File: config.mk
export PLATFORM = sky130hd
export DESIGN_NAME = pipe_stage_buf
export DESIGN_NICKNAME = d
export VERILOG_FILES = /design/src/rtl/pipe_stage_buf.sv
export SDC_FILE = /design/constraint.sdc
export NUM_CORES = 1
export LEC_CHECK = 0
export ABC_AREA = 1
export CAP_MARGIN = 20
export CORE_MARGIN = 1
export CORE_UTILIZATION = 43
export DETAILED_ROUTE_END_ITERATION = 8
export PLACE_DENSITY = 0.7
export SLEW_MARGIN = 20
export SYNTH_ARGS = -nofsm -noshare
export SYNTH_HDL_FRONTEND = slang
export SYNTH_SLANG_ARGS = --single-unit
File: constraint.sdc
create_clock -name clk -period 6.7 [get_ports clk]
set_clock_uncertainty 0.1 [all_clocks]
set_input_delay 0.67 -clock clk [delete_from_list [all_inputs] [get_ports clk]]
set_output_delay 0.67 -clock clk [all_outputs]
set_load 0.05 [all_outputs]
File: src/rtl/pipe_stage_buf.sv
// In-order DEPTH-entry pipeline buffer with valid/allow_in handshakes, a per-entry
// head residency latency, synchronous flush and occupancy output.
module pipe_stage_buf #(
  parameter int DATA_W = 64,
  parameter int DEPTH  = 2,
  parameter int LAT    = 0
) (
  input  logic                         clk,
  input  logic                         reset,
  input  logic                         flush,
  input  logic                         in_valid,
  input  logic [DATA_W-1:0]            in_data,
  output logic                         in_allow,
  output logic                         out_valid,
  output logic [DATA_W-1:0]            out_data,
  input  logic                         out_allow_in,
  output logic [$clog2(DEPTH+1)-1:0]   count
);

  localparam int PTR_W = (DEPTH > 1) ? $clog2(DEPTH) : 1;
  localparam int LAT_W = (LAT > 0) ? $clog2(LAT + 1) : 1;
  localparam int CNT_W = $clog2(DEPTH + 1);

  localparam logic [PTR_W-1:0] PTR_LAST = PTR_W'(DEPTH - 1);
  localparam logic [CNT_W-1:0] CNT_FULL = CNT_W'(DEPTH);
  localparam logic [CNT_W-1:0] CNT_ONE  = CNT_W'(1);
  localparam logic [LAT_W-1:0] LAT_LOAD = LAT_W'(LAT);

  // Register-based storage: reset must clear it and the head is read combinationally.
  logic [DATA_W-1:0] mem_q [DEPTH];

  logic [PTR_W-1:0] rd_ptr_q, rd_ptr_d;
  logic [PTR_W-1:0] wr_ptr_q, wr_ptr_d;
  logic [CNT_W-1:0] count_q, count_d;
  logic [LAT_W-1:0] lat_cnt_q, lat_cnt_d;
  logic             ready_go;
  logic             in_fire;
  logic             out_fire;
  logic             head_load;

  function automatic logic [PTR_W-1:0] ptr_inc(input logic [PTR_W-1:0] p);
    return (p == PTR_LAST) ? '0 : p + 1'b1;
  endfunction

  assign ready_go  = (lat_cnt_q == '0);
  assign out_valid = (count_q != '0) && ready_go && !flush;
  assign in_allow  = !flush && ((count_q < CNT_FULL) || (ready_go && out_allow_in));
  assign in_fire   = in_valid && in_allow;
  assign out_fire  = out_valid && out_allow_in;
  assign out_data  = mem_q[rd_ptr_q];
  assign count     = count_q;

  always_comb begin
    rd_ptr_d  = rd_ptr_q;
    wr_ptr_d  = wr_ptr_q;
    count_d   = count_q;
    lat_cnt_d = lat_cnt_q;
    head_load = 1'b0;
    if (flush) begin
      rd_ptr_d  = '0;
      wr_ptr_d  = '0;
      count_d   = '0;
      lat_cnt_d = '0;
    end else begin
      if (in_fire) begin
        wr_ptr_d = ptr_inc(wr_ptr_q);
      end
      if (out_fire) begin
        rd_ptr_d = ptr_inc(rd_ptr_q);
      end
      if (in_fire && !out_fire) begin
        count_d = count_q + 1'b1;
      end else if (!in_fire && out_fire) begin
        count_d = count_q - 1'b1;
      end
      // A new head appears on enqueue into empty, or on a dequeue that leaves something behind.
      head_load = (in_fire && (count_q == '0)) ||
                  (out_fire && ((count_q != CNT_ONE) || in_fire));
      if (head_load) begin
        lat_cnt_d = LAT_LOAD;
      end else if (lat_cnt_q != '0) begin
        lat_cnt_d = lat_cnt_q - 1'b1;
      end
    end
  end

  always_ff @(posedge clk) begin
    if (reset) begin
      rd_ptr_q  <= '0;
      wr_ptr_q  <= '0;
      count_q   <= '0;
      lat_cnt_q <= '0;
    end else begin
      rd_ptr_q  <= rd_ptr_d;
      wr_ptr_q  <= wr_ptr_d;
      count_q   <= count_d;
      lat_cnt_q <= lat_cnt_d;
    end
  end

  always_ff @(posedge clk) begin
    if (reset) begin
      for (int i = 0; i < DEPTH; i++) begin
        mem_q[i] <= '0;
      end
    end else if (in_fire) begin
      mem_q[wr_ptr_q] <= in_data;
    end
  end

endmodule

# Word level (Yosys, flattened, before mapping)

Memories as Yosys holds them, arrays and structs flattened. A register that Yosys moved wholly into a read port is not among the register bits.
Cells that the tools add are included.

Memories kept: 1
Bits in latches: 0
Register bits after elaboration: 5
Memory bits (writable): 128
Bits in read-only memories: 0
Output and inout bits: 68

Memory list:

| name  | depth | bits a word | read ports | clocked after Yosys merged registers in | write ports | line | text |
|---|---|---|---|---|---|---|---|
| mem_q | 2     | 64          | 1          | 1                                       | 2           | 30   | `logic [DATA_W-1:0] mem_q [DEPTH];` |

Add/subtract/negate cells: 5
Reduce and logical (&&, ||, !) cells: 22
Divide/modulo/power cells: 0
Multiply operators: 0
Order comparisons: 1
Shifts and indexed selects: 0
Bitwise operators: 1
Eq/ne operators: 1
Mux-type cells: 14

Operators by type and width:

| cell                | count |
|---|---|
| $mux 64             | 1 |
| $reduce_or 64->1    | 1 |
| $mux 1              | 11 |
| $logic_and 1x1->1   | 10 |
| $mux 2              | 2 |
| $reduce_bool 2->1   | 2 |
| $reduce_or 4->1     | 1 |
| $logic_not 1->1     | 3 |
| $logic_or 1x1->1    | 3 |
| $add 1x1->1 const B | 2 |
| $add 2x1->2 const B | 1 |
| $logic_not 2->1     | 1 |
| $lt 2x2->1 const B  | 1 |
| $ne 2x1->1 const B  | 1 |
| $reduce_or 2->1     | 1 |
| $sub 2x1->2 const B | 1 |
| $not 1->1           | 1 |
| $sub 1x1->1 const B | 1 |

# Logic depth before layout (Yosys ltp)

Gate-level depths: netlist (run 1).

Depth after elaboration: 10
Depth in mapped cells: 9

# Worst setup path before layout (run 1)

No wires, ideal clock.

Path kind: input -> register
Start point: in flush
End point: mem mem_q[0][0], enable pin
Slack: 3.317 ns
Library setup time: 0.424 ns
Arrival time: 2.860 ns
Buffers on the path: 2
Cell stages on the path: 7
Cells stage by stage: inv_2 nand3_2 nand2_4 nand4_4 buf_6 buf_12 nand2_1

RTL lines:

| what            | line | text |
|---|---|---|
| start, declared | 10   | `input logic flush,` |
| end, declared   | 30   |  |

==> results.json, run 1 <==
{
  "status": "finished, final reports clean",
  "power_mw": 2.300,
  "clk_pin_slew_ns": 0.05,
  "post-cts-setup-buffer-count": 0,
  "hold_viol_final": 0,
  "layout_min_cycle_time_ns": 3.290,
  "maxCapViolCount": 0,
  "rsz0062_at_grt": "false",
  "final_max_slew_viol_count": 0,
  "synth_top_family_by_area": "simple AND/OR/NAND/NOR gates",
  "wl_per_cell_um": 14.77,
  "syn_inst": 451,
  "setup-tns-final_ns": 0,
  "drc": 0,
  "fillers": 1106,
  "antenna_found_initial": 0,
  "dpl.cell_count": 750,
  "worst_slew_pin_slew_ns": 0.9187,
  "cp_slowest_cell": "dfxtp_4",
  "cts_buffers": 17,
  "grt_pass1_vias": 3649,
  "dp_hpwl_um": 7028,
  "die_x_um": 122.4,
  "setup_viol": 0,
  "place_ws_ns": 3.184,
  "grt_max_degree": 65,
  "synth_compound_area_frac": 0.003210,
  "yosysSeqAreaShare": 0.6355,
  "finalWorstSetupSlack_ns": 3.410,
  "dpl_cell_area_um2": 7659,
  "cp-start-kind": "flip-flop",
  "syn-num-nets": 522,
  "cts-htree-levels": 4,
  "area_delta_synth_final_pct": 33.34,
  "post_drt_via_cell_ratio": 4.624,
  "root_buffer": "clkbuf_16",
  "clock_path_buffers": 2,
  "synth_adder_area_share": 0.004012,
  "wl_um": 11550,
  "cts.sinks": 134,
  "fmax_mhz": 303.9,
  "slowest_delay_ns": 0.93,
  "grt_pass1_wl_um": 17760,
  "yosysUniqueCellTypes": 24,
  "critical_path_class": "reg2out",
  "fin_cells": 782,
  "drt_iter0_drc": 214,
  "chipHeight_um": 122.4,
  "required_ns": 5.93,
  "synth_edf_count": 128,
  "place_congestion": 0.7334,
  "fin_crit_sh": 0.4911,
  "cts_tree": "done",
  "syn-cell-area_um2": 6237,
  "antennaDiodeCount": 0,
  "die-area_um2": 14990,
  "coreArea_um2": 13990,
  "synthMuxAreaShare": 0.1155,
  "cts_resized": 0,
  "ant_nets": 0,
  "drive_gt1_frac": 0.2542,
  "synthXorXnorAreaFrac": 0.002808,
  "p_per_area_nw_per_um2": 276.6,
  "gr-total-overflow": 0,
  "synth_area_per_cell_um2": 13.83,
  "critical_path_arrival_ns": 2.52,
  "worstPathMaxFanout": 64,
  "end_kind": "primary output",
  "placementRows": 43,
  "clk_latency_ns": 0.41,
  "vias": 3616,
  "fin_area_um2": 8317,
  "crit_chain": "mux2_2 -> clkdlybuf4s50_1",
  "synth-simple-area-share": 0.1581,
  "start_util": 0.4459,
  "first_pass_iters": 5,
  "cts-hold-fix-buffers": 0,
  "num-nets-final": 660,
  "slew_headroom": 0.3870,
  "leakage_nw": 3.262,
  "peakVddDrop_v": 0.0001840,
  "port_buffers": 136,
  "ys_warn_count": 0,
  "ys_seq_elements": 134,
  "async_flop_share": 0,
  "io_pins": 137,
  "hold_class": "reg2reg",
  "synth_ff_type": "edfxtp_1",
  "grt_usage": 0.1605
}
-- cells by family (layout without fill, tap and decap cells) --
logic type                 Yosys count  after routing
muxes                               64             64
and+or+nand+nor                    149            149
other                                1              1
AOI/OAI and AO/OA                    4              4
DFF                                134            134
xor gates and xnor gates             2              2
adders and majority gates            2              2
buffers and inverters               95            246
-- through the flow --
step           hold slack [ns]    util
4_1_cts                 0.3884  0.5945
3_5_place_dp            0.3790  0.5475
3_3_place_gp            0.3730  0.5461
5_1_grt                 0.4429  0.5945
6_report                0.3923  0.5945
2_1_floorplan           0.3662       -
-- synth_stat cells (2+ instances only) --
cell type  number  share of area
edfxtp_1      128           0.62
nor2_1         82          0.049
inv_1          74          0.045
mux2_2         64           0.12
nor2_4         49          0.088
buf_2           8         0.0064
nand2_1         8         0.0048
buf_6           7          0.013
dfxtp_1         6          0.019
buf_12          5          0.016
a21oi_1         3         0.0024
nand3_1         3         0.0024
ha_1            2         0.0040
nand4_4         2         0.0068
-- worst max-delay path, delay by kind of cell, from the launching register on --
kind,cells,cell delay (ns)
DFF,1,0.93
buffers and inverters,1,0.71
muxes,1,0.43
-- layer usage --
| layer | vias to the layer above | global-route usage | part of all wire | routed length [um] |
|---|---|---|---|---|
| met4 | 0 | 0.07698 | 0.021 | 245 |
| li1 | 1769 | - | - | - |
| met5 | - | 0 | 0 | 0 |
| met1 | 1702 | 0.1961 | 0.43 | 4917 |
| met2 | 124 | 0.2539 | 0.48 | 5507 |
| met3 | 21 | 0.05530 | 0.076 | 878 |
-- where the power goes --
| group | internal, mW | switching (mW) |
|---|---|---|
| Sequential | 0.963 | 0.0108 |
| Clock | 0.693 | 0.335 |
| Combinational | 0.112 | 0.187 |
| Total | 1.77 | 0.533 |
-- final timing paths --
| check | cells after the start | from | slack [ns] | endpoint |
|---|---|---|---|---|
| max | 2 | flip-flop | 3.41 | out_data[39] |
| min | 2 | rd_ptr_q$_SDFFE_PP0P_ | 0.39 | flip-flop |
| min reg2reg | 2 | rd_ptr_q$_SDFFE_PP0P_ | 0.39 | flip-flop |
| max reg2reg | 7 | count[1]$_SDFFE_PP0P_ | 4.01 | mem_q[0][30]$_SDFFCE_PN0P_ |
-- placed cells by master (no fill, tap or decap), types with 4 or more instances in the layout --
master	count
bufinv_16	6
clkbuf_16	17
clkdlybuf4s50_1	136
clkinv_1	4
dfxtp_1	5
edfxtp_1	128
inv_1	74
mux2_2	64
nand2_1	6
nor2_1	82
nor2_4	49
-- cell type report --
| cell class | instances | area, um2 | area share |
|---|---|---|---|
| Clock buffer | 17 | 425.4 | 0.05115 |
| Multi-Input combinational cell | 222 | 1788 | 0.2150 |
| Sequential cell | 134 | 3968 | 0.4771 |
| Inverter | 75 | 281.5 | 0.03385 |
| Clock inverter | 15 | 232.7 | 0.02798 |
| Timing Repair Buffer | 139 | 1396 | 0.1679 |
| Tap cell | 180 | 225.2 | 0.02708 |
-- registers in the layout (all words and copies together) (netlist names), named ones only --
| register | cells |
|---|---|
| count | 2 |
| lat_cnt_q | 1 |
| mem_q | 128 |
| rd_ptr_q | 1 |
| wr_ptr_q | 1 |
No activity file was read; power rests on OpenSTA's default activity.
==> run 2: changes to the inputs <==
==> constraint.sdc (replaced) <==
create_clock -name clk -period 3.4 [get_ports clk]
set_clock_uncertainty 0.1 [all_clocks]
set_input_delay 0.34 -clock clk [delete_from_list [all_inputs] [get_ports clk]]
set_output_delay 0.34 -clock clk [all_outputs]
set_load 0.05 [all_outputs]
==> results.json, run 2 (same netlist as run 1, synthesis figures left out) <==
{
  "status": "finished, final reports clean",
  "p_per_area_nw_per_um2": 508.2,
  "swShare": 0.2506,
  "critical_path_class": "reg2out",
  "dpl_cell_area_um2": 7691,
  "area_delta_synth_final_pct": 32.18,
  "end_kind": "primary output",
  "multi_input_area_um2": 1788,
  "first_pass_iters": 4,
  "leakage_nw": 3.222,
  "wl_um": 12040,
  "io_pins": 137,
  "fillers": 1152,
  "grt_usage": 0.1695,
  "cts-hold-fix-buffers": 0,
  "grt_max_degree": 65,
  "required_ns": 2.96,
  "seq_power_share": 0.458,
  "hold_class": "reg2reg",
  "critical_path_arrival_ns": 2.41,
  "fin_crit_sh": 0.8388,
  "clock_path_buffers": 2,
  "seqCellArea_um2": 3968,
  "gr-total-overflow": 0,
  "power.share.clock": 0.400,
  "hold_viol_final": 0,
  "peakVddDrop_v": 0.0003447,
  "final_max_slew_viol_count": 0,
  "antennaDiodeCount": 0,
  "layout_min_cycle_time_ns": 2.852,
  "cp-start-kind": "flip-flop",
  "final_common_cell": "clkdlybuf4s50_1",
  "fin_area_um2": 8244,
  "chipHeight_um": 122.4,
  "post-cts-setup-buffer-count": 0,
  "hold_ws_ns": 0.4248,
  "drive_gt1_frac": 0.2604,
  "worstPathMaxFanout": 38,
  "power_mw": 4.190,
  "start_util": 0.4459,
  "clk_pin_slew_ns": 0.06,
  "dp_hpwl_um": 7501,
  "vias": 3686,
  "post_drt_via_cell_ratio": 4.708,
  "wl_per_cell_um": 15.38,
  "ant_nets": 0,
  "setup_viol": 0,
  "grt_pass1_wl_um": 18890,
  "cts_resized": 0,
  "maxCapViolCount": 0,
  "drc": 0,
  "p_comb_frac": 0.142,
  "antenna_found_initial": 0,
  "root_buffer": "clkbuf_16",
  "num-nets-final": 661,
  "cts_tree": "done",
  "drt_iter0_drc": 302,
  "coreArea_um2": 13990,
  "cts_buffers": 17,
  "cts.sinks": 134,
  "grt_pass1_vias": 3976,
  "largest-register": "mem_q",
  "worst_slew_pin_slew_ns": 0.9153,
  "cts-htree-levels": 4,
  "fmax_mhz": 350.6,
  "placementRows": 43,
  "slew_headroom": 0.3898,
  "die_x_um": 122.4,
  "port_buffers": 136,
  "layout_common_cells": "clkdlybuf4s50_1, edfxtp_1, nor2_1",
  "setup-tns-final_ns": 0,
  "largest_register_ffs": 128,
  "p_int_mw": 3.140,
  "clk_latency_ns": 0.40,
  "utilization": 0.5894,
  "place_congestion": 0.8328,
  "die-area_um2": 14990,
  "rsz0062_at_grt": "false",
  "p_switching_mw": 1.050
}
[run 2: final timing paths]
kind	slack (ns)	to	startpoint	cells after the start
worst max register to register	1.42	mem_q[1][27]$_SDFFCE_PN0P_	lat_cnt_q$_SDFF_PP0_	5
worst min-delay path	0.42	rd_ptr_q$_SDFFE_PP0P_	rd_ptr_q$_SDFFE_PP0P_	2
worst max-delay path	0.55	out_data[31]	flip-flop	3
worst min register to register	0.42	rd_ptr_q$_SDFFE_PP0P_	rd_ptr_q$_SDFFE_PP0P_	2
[run 2: power groups by stage]
stage                     Sequential, mW  Clock [mW]  Combinational, mW
after floorplan                     1.95           0              0.381
after global placement              1.95           0              0.596
after detailed placement            1.95           0              0.600
after CTS                           1.92        1.70              0.603
after global routing                1.93        1.77              0.629
final                               1.92        1.67              0.596
[run 2: area by class of cell]
class                   count  area share
clock inverters            13     0.01336
inverters                  75     0.03415
well taps                 180     0.02732
clock buffers              19     0.05373
multi-input cells         222      0.2169
flip-flops and latches    134      0.4813
repair buffers            140      0.1733
[run 2: through the flow]
step	instances	worst slack, ns
floorplan	451	0.05944
global placement	751	0.9625
detailed placement	751	0.8738
CTS	783	0.5126
global route	783	0.4523
finish	783	0.5481
[run 2: worst max-delay path: stages (launching register included)]
cell and delay, ns:
dfxtp_4 0.61, buf_12 0.28, mux2_2 0.38, clkdlybuf4s50_1 0.70
[run 2: metal layers]
metal	track usage	routed length, um
met1	0.2089	5036
met2	0.2830	6194
met3	0.05251	741
met4	0.05412	68
met5	0	0
==> run 3: changes to the inputs <==
--- a/config.mk
+++ b/config.mk
@@ -10,7 +10,7 @@
 export CORE_MARGIN = 1
 export CORE_UTILIZATION = 43
 export DETAILED_ROUTE_END_ITERATION = 8
-export PLACE_DENSITY = 0.7
+export PLACE_DENSITY = 0.72
 export SLEW_MARGIN = 20
 export SYNTH_ARGS = -nofsm -noshare
 export SYNTH_HDL_FRONTEND = slang
==> constraint.sdc (replaced) <==
create_clock -name clk -period 2.6 [get_ports clk]
set_clock_uncertainty 0.1 [all_clocks]
set_input_delay 0.26 -clock clk [delete_from_list [all_inputs] [get_ports clk]]
set_output_delay 0.26 -clock clk [all_outputs]
set_load 0.05 [all_outputs]
==> results.json, run 3 (same netlist as run 1, synthesis figures left out) <==
{
  "status": "finished, final reports clean",
  "dp_hpwl_um": 7384,
  "largest-register": "mem_q",
  "clk_latency_ns": 0.41,
  "final_common_cell": "edfxtp_1",
  "coreArea_um2": 13990,
  "setup-tns-final_ns": 0,
  "hold_viol_final": 0,
  "start_util": 0.4459,
  "setup_viol": 0,
  "worstPathMaxFanout": 40,
  "root_buffer": "clkbuf_16",
  "port_buffers": 136,
  "gr-total-overflow": 0,
  "layout_common_cells": "edfxtp_1, clkdlybuf4s50_1, nor2_1",
  "grt_pass1_wl_um": 18800,
  "worst_slew_pin_slew_ns": 0.5493,
  "die_x_um": 122.4,
  "ant_nets": 0,
  "place_congestion": 0.7362,
  "cts_buffers": 17,
  "crit_chain": "buf_12 -> mux2_2 -> clkdlybuf4s50_1",
  "cts.sinks": 134,
  "maxCapViolCount": 0,
  "clock_path_buffers": 2,
  "end_kind": "primary output",
  "rsz0062_at_grt": "false",
  "largest_register_ffs": 128,
  "required_ns": 2.24,
  "chipHeight_um": 122.4,
  "vias": 3670,
  "grt_pass1_vias": 3856,
  "wl_per_cell_um": 15.40,
  "area_delta_synth_final_pct": 34.44,
  "grt_max_degree": 65,
  "cp-start-kind": "flip-flop",
  "critical_path_arrival_ns": 2.14,
  "clk_pin_slew_ns": 0.06,
  "first_pass_iters": 4,
  "slowest_delay_ns": 0.72,
  "grt_usage": 0.1717,
  "cts-hold-fix-buffers": 0,
  "fmax_mhz": 400.0,
  "hold_ws_ns": 0.4048,
  "power_mw": 6.164,
  "num-nets-final": 665,
  "critical_path_class": "reg2out",
  "cts_tree": "done",
  "post-cts-setup-buffer-count": 0,
  "drc": 0,
  "cts-htree-levels": 4,
  "hold_class": "reg2reg",
  "wl_um": 12120,
  "placementRows": 43,
  "post_drt_via_cell_ratio": 4.663,
  "peakVddDrop_v": 0.0003825,
  "antenna_found_initial": 0,
  "drt_iter0_drc": 233,
  "drive_gt1_frac": 0.3180,
  "io_pins": 137,
  "slew_headroom": 0.6326,
  "final_max_slew_viol_count": 0,
  "fin_crit_sh": 0.9616,
  "cp_slowest_cell": "clkdlybuf4s50_1",
  "die-area_um2": 14990,
  "layout_min_cycle_time_ns": 2.500,
  "antennaDiodeCount": 0,
  "leakage_nw": 3.386,
  "p_per_area_nw_per_um2": 735.1,
  "cts_resized": 0
}
==> run 3: area by class of cell <==
cell class | count | area (um2)
well taps | 180 | 225.2
fillers | 1144 | 5603
inverters | 75 | 281.5
clock buffers | 19 | 432.9
clock inverters | 13 | 276.5
flip-flops and latches | 134 | 3965
multi-input cells | 222 | 1788
repair buffers | 144 | 1416
==> run 3: critical path, delay by kind of cell (launching register included) <==
family,cells,cell delay (ns)
DFF,1,0.35
buffers and inverters,2,0.95
muxes,1,0.38
==> run 3: routing by layer <==
metal	vias up	routed length (um)	part of all wire	global-route usage
li1	1774	-	-	-
met1	1779	5089	0.42	0.2004
met2	104	6275	0.52	0.2946
met3	13	611	0.050	0.04926
met4	0	142	0.012	0.07165
met5	-	0	0	0
==> run 3: per-stage QoR <==
| stage | setup slack (ns) | area (um2) | utilization | instances |
|---|---|---|---|---|
| 6_report | 0.09997 | 8386 | 0.5995 | 787 |
| 5_1_grt | 0.02773 | 8386 | 0.5995 | 787 |
| 4_1_cts | 0.08551 | 8386 | 0.5995 | 787 |
| 3_5_place_dp | 0.3733 | 7676 | 0.5487 | 755 |
| 3_3_place_gp | 0.4171 | 7676 | 0.5487 | 755 |
| 2_1_floorplan | 0.2793 | 6252 | - | 451 |
==> run 3: final timing paths <==
| path | from | endpoint | slack, ns | depth (start not counted) |
|---|---|---|---|---|
| worst max-delay path | flip-flop | out_data[47] | 0.1 | 3 |
| worst max register to register | count[1]$_SDFFE_PP0P_ | mem_q[1][59]$_SDFFCE_PN0P_ | 0.86 | 6 |
| worst min register to register | rd_ptr_q$_SDFFE_PP0P_ | rd_ptr_q$_SDFFE_PP0P_ | 0.40 | 2 |
| worst min-delay path | rd_ptr_q$_SDFFE_PP0P_ | rd_ptr_q$_SDFFE_PP0P_ | 0.40 | 2 |
==> run 3: power by group <==
part	switching, mW	leakage (nW)	internal [mW]
Sequential	0.0275	1.39	2.48
Combinational	0.487	1.65	0.290
Clock	0.888	0.345	1.99
Total	1.40	3.39	4.76
